$ cat src/rtl/pattern_loader.sv
// Frame loader: accepts pattern bytes and shifts them MSB-first into a serial
// pattern buffer, returning each displaced buffer byte on rd_data.
module pattern_loader #(
   parameter int unsigned BUFFER_WIDTH = 8,
   parameter int unsigned BUFFER_SIZE  = 32
) (
   input  logic                    sclk,
   input  logic                    rstn,
   input  logic                    start,
   input  logic [BUFFER_WIDTH-1:0] in_data,
   input  logic                    in_valid,
   output logic                    in_ready,
   output logic                    ssel,
   output logic                    sin,
   input  logic                    sout,
   output logic [BUFFER_WIDTH-1:0] rd_data,
   output logic                    rd_valid,
   output logic                    busy,
   output logic                    done
);

   localparam int unsigned BYTE_CNT_W = $clog2(BUFFER_SIZE);
   localparam int unsigned BIT_CNT_W  = $clog2(BUFFER_WIDTH);
   localparam logic [BYTE_CNT_W-1:0] LAST_BYTE = BYTE_CNT_W'(BUFFER_SIZE - 1);
   localparam logic [BIT_CNT_W-1:0]  LAST_BIT  = BIT_CNT_W'(BUFFER_WIDTH - 1);

   typedef enum logic [1:0] {
      S_IDLE      = 2'd0,
      S_WAIT_BYTE = 2'd1,
      S_SHIFT     = 2'd2
   } state_t;

   state_t                  r_state;
   logic [BYTE_CNT_W-1:0]   r_byte_cnt;
   logic [BIT_CNT_W-1:0]    r_bit_cnt;
   logic [BUFFER_WIDTH-1:0] r_shreg;
   logic [BUFFER_WIDTH-1:0] r_cap;
   logic [BUFFER_WIDTH-1:0] r_rd_data;
   logic                    r_rd_valid;
   logic                    r_done;
   logic                    r_in_ready;
   logic                    r_ssel;
   logic                    r_sin;
   logic                    r_busy;

   state_t                  w_state_nxt;
   logic [BYTE_CNT_W-1:0]   w_byte_cnt_nxt;
   logic [BIT_CNT_W-1:0]    w_bit_cnt_nxt;
   logic [BUFFER_WIDTH-1:0] w_shreg_nxt;
   logic [BUFFER_WIDTH-1:0] w_cap_nxt;
   logic [BUFFER_WIDTH-1:0] w_rd_data_nxt;
   logic                    w_rd_valid_nxt;
   logic                    w_done_nxt;
   logic                    w_in_ready_nxt;
   logic                    w_ssel_nxt;
   logic                    w_sin_nxt;
   logic                    w_busy_nxt;

   // State, counters, datapath and output registers.
   always_ff @(posedge sclk) begin
      if (!rstn) begin
         r_state    <= S_IDLE;
         r_byte_cnt <= '0;
         r_bit_cnt  <= '0;
         r_shreg    <= '0;
         r_cap      <= '0;
         r_rd_data  <= '0;
         r_rd_valid <= 1'b0;
         r_done     <= 1'b0;
         r_in_ready <= 1'b0;
         r_ssel     <= 1'b0;
         r_sin      <= 1'b0;
         r_busy     <= 1'b0;
      end else begin
         r_state    <= w_state_nxt;
         r_byte_cnt <= w_byte_cnt_nxt;
         r_bit_cnt  <= w_bit_cnt_nxt;
         r_shreg    <= w_shreg_nxt;
         r_cap      <= w_cap_nxt;
         r_rd_data  <= w_rd_data_nxt;
         r_rd_valid <= w_rd_valid_nxt;
         r_done     <= w_done_nxt;
         r_in_ready <= w_in_ready_nxt;
         r_ssel     <= w_ssel_nxt;
         r_sin      <= w_sin_nxt;
         r_busy     <= w_busy_nxt;
      end
   end

   // Next-state and datapath; outputs are derived from the next state so the
   // registered outputs line up with the state they describe.
   always_comb begin
      w_state_nxt    = r_state;
      w_byte_cnt_nxt = r_byte_cnt;
      w_bit_cnt_nxt  = r_bit_cnt;
      w_shreg_nxt    = r_shreg;
      w_cap_nxt      = r_cap;
      w_rd_data_nxt  = r_rd_data;
      w_rd_valid_nxt = 1'b0;
      w_done_nxt     = 1'b0;

      case (r_state)
         S_IDLE: begin
            if (start) begin
               w_state_nxt    = S_WAIT_BYTE;
               w_byte_cnt_nxt = '0;
            end
         end
         S_WAIT_BYTE: begin
            if (in_valid) begin
               w_shreg_nxt   = in_data;
               w_bit_cnt_nxt = '0;
               w_state_nxt   = S_SHIFT;
            end
         end
         S_SHIFT: begin
            // cap collects the buffer MSB as it is displaced by each shift.
            w_shreg_nxt   = {r_shreg[BUFFER_WIDTH-2:0], 1'b0};
            w_cap_nxt     = {r_cap[BUFFER_WIDTH-2:0], sout};
            w_bit_cnt_nxt = r_bit_cnt + BIT_CNT_W'(1);
            if (r_bit_cnt == LAST_BIT) begin
               w_rd_data_nxt  = {r_cap[BUFFER_WIDTH-2:0], sout};
               w_rd_valid_nxt = 1'b1;
               if (r_byte_cnt < LAST_BYTE) begin
                  w_byte_cnt_nxt = r_byte_cnt + BYTE_CNT_W'(1);
                  w_state_nxt    = S_WAIT_BYTE;
               end else begin
                  w_state_nxt = S_IDLE;
                  w_done_nxt  = 1'b1;
               end
            end
         end
         default: begin
            w_state_nxt = S_IDLE;
         end
      endcase

      w_in_ready_nxt = (w_state_nxt == S_WAIT_BYTE);
      w_ssel_nxt     = (w_state_nxt == S_SHIFT);
      w_busy_nxt     = (w_state_nxt != S_IDLE);
      w_sin_nxt      = (w_state_nxt == S_SHIFT) ? w_shreg_nxt[BUFFER_WIDTH-1] : 1'b0;
   end

   assign in_ready = r_in_ready;
   assign ssel     = r_ssel;
   assign sin      = r_sin;
   assign rd_data  = r_rd_data;
   assign rd_valid = r_rd_valid;
   assign busy     = r_busy;
   assign done     = r_done;

endmodule

$ cat config.mk
export PLATFORM = sky130hd
export DESIGN_NAME = pattern_loader
export DESIGN_NICKNAME = d
export VERILOG_FILES = /design/src/rtl/pattern_loader.sv
export SDC_FILE = /design/constraint.sdc
export NUM_CORES = 1
export LEC_CHECK = 0
export ABC_AREA = 1
export BUFFER_PORTS_ARGS = -buffer_cell sky130_fd_sc_hd__buf_2
export CELL_PAD_IN_SITES_DETAIL_PLACEMENT = 1
export CELL_PAD_IN_SITES_GLOBAL_PLACEMENT = 1
export CORE_UTILIZATION = 33
export CTS_BUF_LIST = sky130_fd_sc_hd__clkbuf_16
export CTS_CLUSTER_DIAMETER = 30
export CTS_CLUSTER_SIZE = 24
export DETAILED_ROUTE_END_ITERATION = 12
export MAX_ROUTING_LAYER = met4
export PLACE_DENSITY_LB_ADDON = 0.1
export SETUP_SLACK_MARGIN = 0.2
export SLEW_MARGIN = 0
export SYNTH_ARGS = -nofsm -noshare
export SYNTH_HDL_FRONTEND = slang
export SYNTH_SLANG_ARGS = --single-unit
$ cat constraint.sdc
create_clock -name sclk -period 1.9 [get_ports sclk]
set_input_delay 0 -clock sclk [delete_from_list [all_inputs] [get_ports sclk]]
set_output_delay 0 -clock sclk [all_outputs]
set_load 0.005 [all_outputs]
-- Word level (Yosys, flattened, before mapping)
Cells that the tools add are included.
- logic and storage cells: 50
- flip-flop bits (word level): 39
- output and inout bits: 14
- input port bits: 13
- multiplexer cells: 15
- $lt $le $gt $ge: 1
- reduce and logical (&&, ||, !) cells: 10
- add/sub/neg operators: 2
- eq/ne operators: 9
- operators with widths (kind ; number):
    $pmux 8 s2 ; 1
    $mux 5 ; 3
    $pmux 5 s2 ; 1
    $mux 8 ; 1
    $ne 2x2->1 const B ; 4
    $reduce_and 2->1 ; 4
    $mux 2 ; 3
    $pmux 2 s3 ; 1
    $pmux 3 s2 ; 1
    $reduce_bool 2->1 ; 3
    $add 5x1->5 const B ; 1
    $lt 5x5->1 const B ; 1
    $eq 2x1->1 const B ; 2
    $eq 2x2->1 const B ; 2
    $reduce_and 4->1 ; 1
    $add 3x1->3 const B ; 1
    $eq 3x3->1 const B ; 1
    $mux 1 ; 3
    $mux 3 ; 1
    $reduce_and 3->1 ; 1
    $logic_not 2->1 ; 1

-- Longest topological paths before layout
- depth after elaboration: 6
- mapped depth: 9
- gate-level depth less buffers: 9

-- Least setup slack after synthesis
OpenSTA, ideal clock, no wires.
- path type: register to register
- start point: reg r_state[1]
- end point: reg r_shreg[7]
- cell stages (with the launch flop): 7
- path buffers: 0
- setup time: 0.109 ns
- period minus slack after synthesis: 1.388 ns
- required time: 1.791 ns
- setup slack: 0.512 ns
- arrival: 1.280 ns
- cells stage by stage: dfxtp_1 -> inv_1 -> ha_1 -> or2_2 -> o21ai_1 -> or2_1 -> inv_1
- cells in the longest elaborated chain, start to end: 2
- elaborated cells between the ends (all ways): 3
- those cells by class: 2 x eq/ne; 1 x mux
- RTL lines (item ; RTL line ; source):
    from (decl) ; 33 ; state_t r_state;
    from (signal assigned) ; 75 ; r_state <= w_state_nxt;
    $eq 2x2->1 or $eq 2x1->1 (tied branches) ; 102 ; case (r_state)
    $pmux 8 s2 (*) ; 102 ;
    to (signal assigned) ; 78 ; r_shreg <= w_shreg_nxt;
    to (decl) ; 36 ; logic [BUFFER_WIDTH-1:0] r_shreg;
Every way passes the cells marked *; elsewhere a longest branch is shown, timed or not.
A chain may end at the register's enable or synchronous reset.

-- Worst setup path after layout
- start point: reg r_bit_cnt[0]
- end point: reg r_byte_cnt[4]
- cells in the longest elaborated chain, start to end: 3
- RTL lines (item ; RTL line ; source):
    from (decl) ; 35 ; logic [BIT_CNT_W-1:0] r_bit_cnt;
    from (signal assigned) ; 77 ; r_bit_cnt <= w_bit_cnt_nxt;
    $eq 3x3->1 ; 121 ; if (r_bit_cnt == LAST_BIT) begin
    $ne 2x2->1 (no line) ; n/a ;
    $reduce_and 4->1 (no line) ; n/a ;
    to (signal assigned) ; 76 ; r_byte_cnt <= w_byte_cnt_nxt;
    to (decl) ; 34 ; logic [BYTE_CNT_W-1:0] r_byte_cnt;
No other way between the ends.

==> run metrics <==
status=finished, final reports clean; Top Ports=27; remaining global-route overflow=0; unrepaired setup endpoints after global routing=false; Post-Layout Cell Count=338; H-Tree Depth=2; power share of the combinational group=14.6%; Yosys warnings=0; commonest cells after routing, fill and taps aside=nand2_1 (75), dfxtp_1 (38), nor2_1 (26), buf_2 (26), nand3_1 (18); cell leakage power=slightly below 0.001 uW; Post-CTS Setup Inserts=0; clock network power share=39.8%; Reg clk slew, reported paths=0.06 ns; pwr dens=937 nW/um2; skew final=~0.0037 ns; DIE HEIGHT=approximately 74 um; Cells after DPL=approximately 330; Final Cell Area=2090 um2; crit path time final=between 1.5 and 2 ns; Diodes inserted=0; Slew HR=around three fifths; vias in the first global route=1,508; Peak VDD IR=0.000353 V; CTS tree=yes; 1st-iter DRT viols=81; crit share post-route=80.1%; CTS root buf=clkbuf_16; Switch Pwr=approximately 520 uW; layout cell share with drive strength beyond 1=approximately 20%; Post-Syn Nets=256; Switching Fraction=26.6%; TritonCTS Buffers=5; Fmax achieved=0.657 GHz; GRT Overall Usage=between 10% and 20%; Max-Cap Viols=0; crit-path max FO=5; register share of total power=45.6%; internal cell power=1440 uW; crit path launch type=register; Initial Utilization=35.2%; P&R area growth vs syn=22.6%; Worst EP required=2.10 ns; final slew viol count=0; Final setup viols=0; Hold Vio Cnt, Final=0; Hold Path Class=in -> reg; Finished Core Util=43.2%; sequential area share after synthesis=about 46%; HPWL Detailed=2.79 mm; routed len/inst=11.9 um; via count=1,534; total power=a little under 2000 uW; actual slew at the worst max-slew pin=0.593 ns; Clock Path Buffers=2; core area=4850 um2; row cnt=25; GPL Wtd Cong=0.700; critical path type=reg -> reg; Setup TNS=0 ns; Clock Latency Late Sink=0.28 ns; CTS Sinks=39; largest net degree at the start of global routing=20; Worst EP arrival=1.72 ns; Netlist cell types=26; filler cell count=625; critical path endpoint category=register; area of placed instances=~1900 um2; drt pass-1 iters=3; initial antenna violation count=0; drt drc=0; Cells after Synth=around 240; commonest non-fill, non-tap cell in the layout=nand2_1; PortBufs=26; first-pass GRT wire length=6.92 mm; Final ANT Viol Nets=0; synthesized area per cell=7.24 um2; register bit total from synthesis=39; Vias/cell=4.54; Die Wd=~74 um; Mapped Area=1710 um2; total wire length=4.01 mm; area of the die=5470 um2; Final #Nets=290
-- layout make-up --
cell class / count / area [um2] / share of cell area, %
Multi-Input combinational cell: 169 / 821 / 39.2
Sequential cell: 39 / 782 / 37.4
Timing Repair Buffer: 33 / 188 / 8.97
Clock buffer: 5 / 125 / 5.98
Tap cell: 67 / 83.8 / 4.00
Inverter: 22 / 82.6 / 3.95
Clock inverter: 3 / 11.3 / 0.538
-- cells by family (layout without fill, tap and decap cells) --
kind of cell	Yosys count	count (layout)	share of synthesized area (%)
compound gates	30	30	9.38
fa+ha+maj	7	7	5.13
simple gates	132	132	33.3
flops	39	39	45.7
buf+inv	28	63	6.52
-- synth_stat cells (all sizes together) --
cell,count,area share (%)
nand2,77,17
dfxtp,39,46
nor2,29,7.4
inv,20,4.4
nand3,20,6.4
a21oi,15,4.6
o21ai,14,4.3
ha,7,5.1
buf,3,1.0
clkbuf,3,0.66
clkinv,2,0.44
nand4,2,0.73
nor3,2,0.88
or2,2,0.73
a211oi,1,0.44
-- sequential cells by signal (all words and copies together), names as in the netlist --
register,cells
sin,1
r_byte_cnt,5
r_state,2
ssel,1
r_bit_cnt,3
r_cap,7
r_shreg,8
done,1
busy,1
rd_valid,1
in_ready,1
rd_data,8
-- per-layer routing --
layer / vias to the layer above / share of wire [%] / global-route usage, %
li1: 811 / - / -
met1: 696 / 48 / 21.1
met2: 20 / 48 / 27.4
met3: 7 / 2.9 / 4.07
met4: 0 / 1.8 / 7.05
met5: - / 0 / -
-- final timing paths --
kind                            slack (ns)                         end                       from  cells past startpoint
worst max-delay path                  0.38  r_byte_cnt[4]$_SDFFE_PN0P_  r_bit_cnt[0]$_SDFFE_PN0P_                      8
worst min-delay path                  0.06     r_shreg[2]$_SDFFE_PN0P_                 in_data[2]                      5
worst max register to register        0.38  r_byte_cnt[4]$_SDFFE_PN0P_  r_bit_cnt[0]$_SDFFE_PN0P_                      8
worst min register to register        0.46     rd_data[2]$_SDFFE_PN0P_    rd_data[2]$_SDFFE_PN0P_                      2
-- repair_timing --
| item | CTS | global route |
|---|---|---|
| hold endpoints to repair | 3 | 0 |
| endpoints found under the setup margin | 0 | 19 |
| gates resized for setup | 0 | 4 |
| hold buffers | 2 | 0 |
-- worst max-delay path, cell delays in order (launching register included) --
cell     delay [ns]
dfxtp_1        0.37
ha_1           0.16
ha_1           0.21
inv_1          0.08
nand2_1        0.08
nand3_1        0.13
a21oi_2        0.22
nand2_1        0.08
a21oi_1        0.12
-- per-stage QoR --
step           hold slack, ns  setup WS, ns
2_1_floorplan           0.103         0.512
3_3_place_gp            0.216         0.276
3_5_place_dp            0.228         0.253
4_1_cts                0.0620         0.225
5_1_grt                0.0858         0.201
6_report               0.0614         0.378
-- power groups by stage --
stage	registers, uW	clock network, uW	logic, uW
after detailed placement	911	0	284
after global routing	900	836	332
final	894	780	286
after CTS	894	799	289
after global placement	910	0	285
after floorplan	906	0	200
Power figures use the tool's default switching activity.
